--- src/rtl/hazard_pkg.sv ---
// Shared types and helpers for the WISC-15 hazard scoreboard.
package hazard_pkg;

    // Widest supported register address; narrower addresses are zero-extended.
    localparam int DST_W  = 8;
    localparam int FWD_RF = 0;

    typedef struct packed {
        logic             v;
        logic [DST_W-1:0] dst;
        logic             load;
    } entry_t;

    function automatic int sel_width(input int depth);
        return $clog2(depth + 1);
    endfunction

endpackage

--- src/rtl/hazard_operand_match.sv ---
// Per-operand search of the scoreboard: youngest matching stage decides
// between forwarding, stalling or reading the register file.
module hazard_operand_match
    import hazard_pkg::*;
#(
    parameter int AW          = 4,
    parameter int DEPTH       = 3,
    parameter int LOAD_READY  = 2,
    parameter int ZERO_REG_EN = 1,
    parameter int SW          = sel_width(DEPTH)
) (
    input  entry_t [DEPTH:1] ent_i,
    input  logic [AW-1:0]    reg_i,
    input  logic             use_i,
    input  logic             fwd_en_i,
    output logic             op_stall_o,
    output logic [SW-1:0]    fwd_sel_o
);

    logic en;
    logic hit;

    assign en = use_i && !(ZERO_REG_EN != 0 && reg_i == '0);

    always_comb begin
        op_stall_o = 1'b0;
        fwd_sel_o  = SW'(FWD_RF);
        hit        = 1'b0;
        for (int k = 1; k <= DEPTH; k++) begin
            if (!hit && en && ent_i[k].v && ent_i[k].dst == DST_W'(reg_i)) begin
                hit = 1'b1;
                if (!fwd_en_i) begin
                    // The last stage writes the register file before ID reads it.
                    op_stall_o = (k < DEPTH);
                end else if (!ent_i[k].load || k >= LOAD_READY) begin
                    fwd_sel_o = SW'(k);
                end else begin
                    op_stall_o = 1'b1;
                end
            end
        end
    end

endmodule

--- src/rtl/hazard_scoreboard.sv ---
// Hazard unit beside ID: shift scoreboard of in-flight writes, stall and
// forward-select generation, saturating stall counter.
module hazard_scoreboard
    import hazard_pkg::*;
#(
    parameter int AW          = 4,
    parameter int DEPTH       = 3,
    parameter int LOAD_READY  = 2,
    parameter int ZERO_REG_EN = 1,
    parameter int CNTW        = 16,
    parameter int SW          = sel_width(DEPTH)
) (
    input  logic            clk,
    input  logic            rst_n,
    input  logic            id_valid,
    input  logic [AW-1:0]   id_rd_reg1,
    input  logic [AW-1:0]   id_rd_reg2,
    input  logic            id_use1,
    input  logic            id_use2,
    input  logic            id_wrt,
    input  logic [AW-1:0]   id_dst,
    input  logic            id_is_load,
    input  logic            fwd_en,
    input  logic            flush,
    output logic            stall,
    output logic [SW-1:0]   fwd_sel1,
    output logic [SW-1:0]   fwd_sel2,
    output logic [CNTW-1:0] stall_cnt
);

    entry_t [DEPTH:1] e_q, e_d;
    logic [CNTW-1:0]  cnt_q, cnt_d;
    logic             st1, st2;

    hazard_operand_match #(
        .AW(AW), .DEPTH(DEPTH), .LOAD_READY(LOAD_READY),
        .ZERO_REG_EN(ZERO_REG_EN), .SW(SW)
    ) u_op1 (
        .ent_i(e_q), .reg_i(id_rd_reg1), .use_i(id_valid & id_use1),
        .fwd_en_i(fwd_en), .op_stall_o(st1), .fwd_sel_o(fwd_sel1)
    );

    hazard_operand_match #(
        .AW(AW), .DEPTH(DEPTH), .LOAD_READY(LOAD_READY),
        .ZERO_REG_EN(ZERO_REG_EN), .SW(SW)
    ) u_op2 (
        .ent_i(e_q), .reg_i(id_rd_reg2), .use_i(id_valid & id_use2),
        .fwd_en_i(fwd_en), .op_stall_o(st2), .fwd_sel_o(fwd_sel2)
    );

    assign stall     = (st1 | st2) & ~flush;
    assign stall_cnt = cnt_q;

    always_comb begin
        e_d = '0;
        for (int k = 2; k <= DEPTH; k++) begin
            e_d[k] = e_q[k-1];
        end
        if (id_valid && id_wrt && !stall && !flush) begin
            e_d[1].v    = 1'b1;
            e_d[1].dst  = DST_W'(id_dst);
            e_d[1].load = id_is_load;
        end
        // Flush squashes both the ID instruction and the one just issued.
        if (flush) begin
            e_d[2] = '0;
        end
        cnt_d = cnt_q;
        if (stall && cnt_q != '1) begin
            cnt_d = cnt_q + 1'b1;
        end
    end

    always_ff @(posedge clk or negedge rst_n) begin
        if (!rst_n) begin
            e_q   <= '0;
            cnt_q <= '0;
        end else begin
            e_q   <= e_d;
            cnt_q <= cnt_d;
        end
    end

endmodule
--- config.mk ---
export PLATFORM = sky130hd
export DESIGN_NAME = hazard_scoreboard
export DESIGN_NICKNAME = d
export VERILOG_FILES = /design/src/rtl/hazard_pkg.sv /design/src/rtl/hazard_operand_match.sv /design/src/rtl/hazard_scoreboard.sv
export SDC_FILE = /design/constraint.sdc
export NUM_CORES = 1
export LEC_CHECK = 0
export BUFFER_PORTS_ARGS = -buffer_cell sky130_fd_sc_hd__buf_2
export CAP_MARGIN = 10
export CORE_MARGIN = 1
export CORE_UTILIZATION = 57
export DETAILED_ROUTE_END_ITERATION = 6
export GPL_TIMING_DRIVEN = 0
export HOLD_SLACK_MARGIN = 0.02
export PLACE_DENSITY = 0.85
export SLEW_MARGIN = 0
export SYNTH_ARGS = -nofsm -noshare
export SYNTH_HDL_FRONTEND = slang
export SYNTH_SLANG_ARGS = --single-unit
--- constraint.sdc ---
create_clock -name clk -period 6.5 [get_ports clk]
set_clock_uncertainty 0.2 [all_clocks]
set_input_delay 1.95 -clock clk [delete_from_list [all_inputs] [get_ports clk]]
set_output_delay 1.95 -clock clk [all_outputs]
set_load 0.05 [all_outputs]
# Word-level counts from Yosys, hierarchy flattened
# Index checks and enable logic that the tools add are counted.
# classes
bitwise,5
muxes,30
eq_ne,7
n_reduce_logical,32
addsub,1
# ops
op,n
== test 8 x 4 -> 1 bit,6
logical AND 1 bit,22
2-to-1 mux 2 bit,11
2-to-1 mux 10 bit,2
2-to-1 mux 1 bit,17
adder 16 x 1 -> 16 bit (second input constant),1
inequality test 16 bit (second input constant),1
logical NOT 1 bit,8
logical NOT 4 bit,2
bitwise AND 1 bit,3
inverter 1 bit,1
bitwise OR 1 bit,1
# totals
output_inout_bits,21
wordCells,83
in_bits,21
register_bits,44

# Logic depth before layout (Yosys ltp)
# logic_depth
word_depth,22
ltp_mapped,8
mapped_depth_nobuf,7

# Modules after synthesis
# Synthesis repeated with hierarchy kept, for this count alone.
# hier_totals
cells_unflattened,169
hier_area_um2,1806.7
# by_module_without_submodules
module,area_per_inst_um2,cells_each,n_inst,seq_area_each_um2
hazard_scoreboard,1348.8,107,1,850.8
hazard_operand_match,229.0,31,2,0.0

# Least setup slack after synthesis
# OpenSTA, ideal clock, no wires.
# synth_path
path_type,input to output
from,in id_rd_reg2[1]
to,out stall
required_time_ps,4350
stages,6
arrival_ps,3664
path_slack_ps,686
path_buffers,1
cell_sequence,xor2_1 > nor4_4 > o21ai_1 > a22o_4 > buf_6 > nor2_1
# synth_via
elab_chain_len,18
word_cells_on_any_way,25
classes_between,eq/ne: 3; mux: 7; bitwise: 2; reduce/logical: 13
# synth_rtl
element,line,text
"start, declared",hazard_scoreboard.sv:17,"input logic [AW-1:0] id_rd_reg2,"
logical NOT 4 bit,hazard_operand_match.sv:23,assign en = use_i && !(ZERO_REG_EN != 0 && reg_i == '0);
logical NOT 1 bit,hazard_operand_match.sv:23,
logical AND 1 bit,hazard_operand_match.sv:23,
logical AND 1 bit (2 in a row),hazard_operand_match.sv:30,if (!hit && en && ent_i[k].v && ent_i[k].dst == DST_W'(reg_i)) begin
2-to-1 mux 1 bit,hazard_operand_match.sv:30,
logical NOT 1 bit,hazard_operand_match.sv:30,
logical AND 1 bit (3 in a row),hazard_operand_match.sv:30,
2-to-1 mux 1 bit,hazard_operand_match.sv:30,
logical NOT 1 bit,hazard_operand_match.sv:30,
logical AND 1 bit (3 in a row),hazard_operand_match.sv:30,
2-to-1 mux 1 bit *,hazard_operand_match.sv:30,
bitwise OR 1 bit *,hazard_scoreboard.sv:51,assign stall = (st1 | st2) & ~flush;
bitwise AND 1 bit *,hazard_scoreboard.sv:51,
"end, declared",hazard_scoreboard.sv:25,"output logic stall,"
# Mark *: on every way between the ends. The rest lies on a longest branch, timed or not.

# Worst setup path in the final report
# layout_path
from,in id_rd_reg1[3]
to,out stall
# layout_via
elab_chain_len,18
word_cells_on_any_way,25
classes_between,eq/ne: 3; mux: 7; bitwise: 2; reduce/logical: 13
# layout_rtl
element,line,text
"start, declared",hazard_scoreboard.sv:16,"input logic [AW-1:0] id_rd_reg1,"
logical NOT 4 bit,hazard_operand_match.sv:23,
logical NOT 1 bit,hazard_operand_match.sv:23,
logical AND 1 bit,hazard_operand_match.sv:23,
logical AND 1 bit (2 in a row),hazard_operand_match.sv:30,
2-to-1 mux 1 bit,hazard_operand_match.sv:30,
logical NOT 1 bit,hazard_operand_match.sv:30,
logical AND 1 bit (3 in a row),hazard_operand_match.sv:30,
2-to-1 mux 1 bit,hazard_operand_match.sv:30,
logical NOT 1 bit,hazard_operand_match.sv:30,
logical AND 1 bit (3 in a row),hazard_operand_match.sv:30,
2-to-1 mux 1 bit *,hazard_operand_match.sv:30,
bitwise OR 1 bit *,hazard_scoreboard.sv:51,
bitwise AND 1 bit *,hazard_scoreboard.sv:51,
# Marks and branches as above.

==> flow_summary.ini <==
[final_layout]
multi_input_area_sq_um = 970
area_delta_synth_final_pct = 18.0
diodes = 0
nets = 238
post-route-util = 0.700
n_fill_cell = 243
layout-drive-gt1-share = 0.323
seq_area_sq_um = 801

[drt]
drt_pass1_iterations = 4
num_vias = 1372
viasPerCell = 5.26
routed_wl_microns = 3760
drc = 0
wl_per_cell_microns = 14.4
drtIter0Drc = 42
antenna_left = 0

[worst_setup_path]
critPathArrivalTime_ns = 3.71
cp_max_fo = 10
end_kind = output pin
startpoint_type = primary input
crit_required_ns = 4.35
crit_type = primary input to output pin

[synth]
synth-edff-count = 0
synth_area_sq_um = 1800
syn_avg_cell_area_sq_um = 10.7
syn_inst = 168
synth_top_area_cell = dfrtp_1
synth_warnings = 0
synth-seq-cells = 32
syn-num-nets = 190
yosys-top-cells-area = dfrtp_1 45%, xor2_1 15%, nand2_1 4.4%, nor3_2 3.9%, nor4_2 3.5%
yosysTopAreaCellShare = 0.446
ys_async_sr_fraction = 1.00
yosysUniqueCellTypes = 34
ys_seq_area_frac = 0.446
ys.flop_type = dfrtp_1

[timing]
min_period_ns = 5.86
tns_ns = 0
slew_viol_final = 0
rsz0062_at_grt = false
setup_slack_ns = 0.636
period_share = 0.902
finalSetupViolCount = 0
worst_slew_pin_slew_ns = 0.707
hold_viol_final = 0
fmax_ghz = 0.171
slew_headroom = 0.529

[pwr]
finalPower_w = 0.000362
powerDensity_nw_per_um2 = 171
cellLeakagePower_nw = 1.08
ir_drop_uv = 137

[clock_tree]
cts-hold-fix-buffers = 0
ctsResizeCount = 0
clock_latency_ns = 0.33
cts_root_buf = clkbuf_4
cts_tree = done
post_cts_buffers = 0
cts_inserted_buffers = 5
htreeDepth = 2
clk_pin_slew_ns = 0.10
cts.sinks = 32
cts_buffer_depth = 2

[flow_run]
drv_cap = 0

[global_route]
grt.total_usage = 0.248
grt_pass1_wl_microns = 6110
first_global_vias = 1354
grt_max_degree = 33
antenna_found_initial = 0
overflow = 0

[floorplanning]
start_util = 0.593
io_pins = 42
die_h_microns = 58.1
fp-row-count = 20
die_w_microns = 58.1
dieArea_sq_um = 3380
core-area_sq_um = 3030

[placed_design]
gp_congestion = 0.872
post-place-ws_ns = 0.663
io_buffers = 41
dp_hpwl_microns = 2810

[min_path]
hold_class = register to register

[status]
outcome = finished, final reports clean
==> Yosys cell counts, types with 2 or more instances <==
cell type  instances
nor4_2             5
nand2_1           21
nor2b_1            5
a21oi_1            2
and2_1             7
o21ai_1            2
nand3_1            5
buf_2              2
nor4_1             5
nor3_1             3
nand4_1            2
and4_1             2
mux2_1             2
xor2_1            30
and3_1             3
nor2_1             9
nor4_4             2
dfrtp_1           32
nand2b_1           2
xnor2_1            7
nor3_2             7
==> per-stage QoR <==
step / cell area, sq um / cells / hold slack [ns]
3_5_place_dp: 2060 / 253 / 0.208
4_1_cts: 2120 / 261 / 0.231
6_report: 2120 / 261 / 0.238
3_3_place_gp: 2060 / 253 / 0.188
2_1_floorplan: 1800 / 168 / 0.174
5_1_grt: 2120 / 261 / 0.247
==> layer usage <==
metal  global-route usage  share of wire  vias up
met5                    0              0        -
met3               0.0714          0.048        7
li1                     -              -      674
met4               0.0884          0.012        0
met1                0.298           0.44      652
met2                0.422           0.50       39
==> critical path, cell delays in order <==
cell,delay [ns]
buf_2,0.15
xor2_1,0.15
nor3_1,0.26
and4_1,0.30
nand2_1,0.09
a22o_4,0.29
buf_6,0.17
nor2_1,0.08
buf_2,0.26
==> power breakdown <==
group	switching [W]	leakage, nW	total, W	internal [W]
Sequential	0.00000285	0.444	0.000205	0.000202
Clock	0.0000689	0.0315	0.000122	0.0000529
Combinational	0.0000224	0.609	0.0000354	0.0000131
Total	0.0000941	1.08	0.000362	0.000268
==> kinds of logic after synthesis <==
group	count (synthesis)	share of synthesized area
DFF	32	0.446
xor gates and xnor gates	37	0.180
muxes	3	0.0188
adders and majority gates	1	0.00697
and+or+nand+nor	84	0.305
buffers and inverters	4	0.0139
AOI/OAI and AO/OA	7	0.0286
==> final timing paths <==
kind,slack [ns],startpoint,endpoint,cells past startpoint
max,0.64,id_rd_reg1[3],stall,9
max reg2reg,4.04,e_q[4]$_DFF_PN0_,stall_cnt[14]$_DFFE_PN0P_,7
min,0.24,e_d[29]$_DFF_PN0_,e_q[29]$_DFF_PN0_,0
min in group asynchronous,1.45,rst_n,stall_cnt[12]$_DFFE_PN0P_,1
max in group asynchronous,4.18,rst_n,e_q[0]$_DFF_PN0_,1
min reg2reg,0.24,e_d[29]$_DFF_PN0_,e_q[29]$_DFF_PN0_,0
==> layout make-up <==
class / instances / area share
tap: 44 / 0.0260
buffer: 3 / 0.0100
inverter: 1 / 0.00177
clock buffer: 7 / 0.0260
sequential: 32 / 0.378
multi-input combinational: 132 / 0.458
clock inverter: 1 / 0.00354
timing repair buffer: 41 / 0.0969
==> cell usage in the layout (no fill, tap or decap), types with 2 or more instances in the layout <==
cell type and count:
and2_1 7, nor3_1 3, nor4_2 5, dfrtp_1 32, xor2_1 30, buf_2 43, clkbuf_4 5, xnor2_1 7
nor4_1 5, nand4_1 2, nand3_1 5, and3_1 3, and4_1 2, nor2_1 9, mux2_1 2, nor4_4 2
nand2b_1 2, nor2b_1 5, nand2_1 21, a21oi_1 2, nor3_2 7, o21ai_1 2
==> flip-flops by register name (all words and copies together) (netlist names) <==
register / flops
e_d: 5
e_q: 11
stall_cnt: 16
Note: power is estimated with default switching activity, not from simulation.
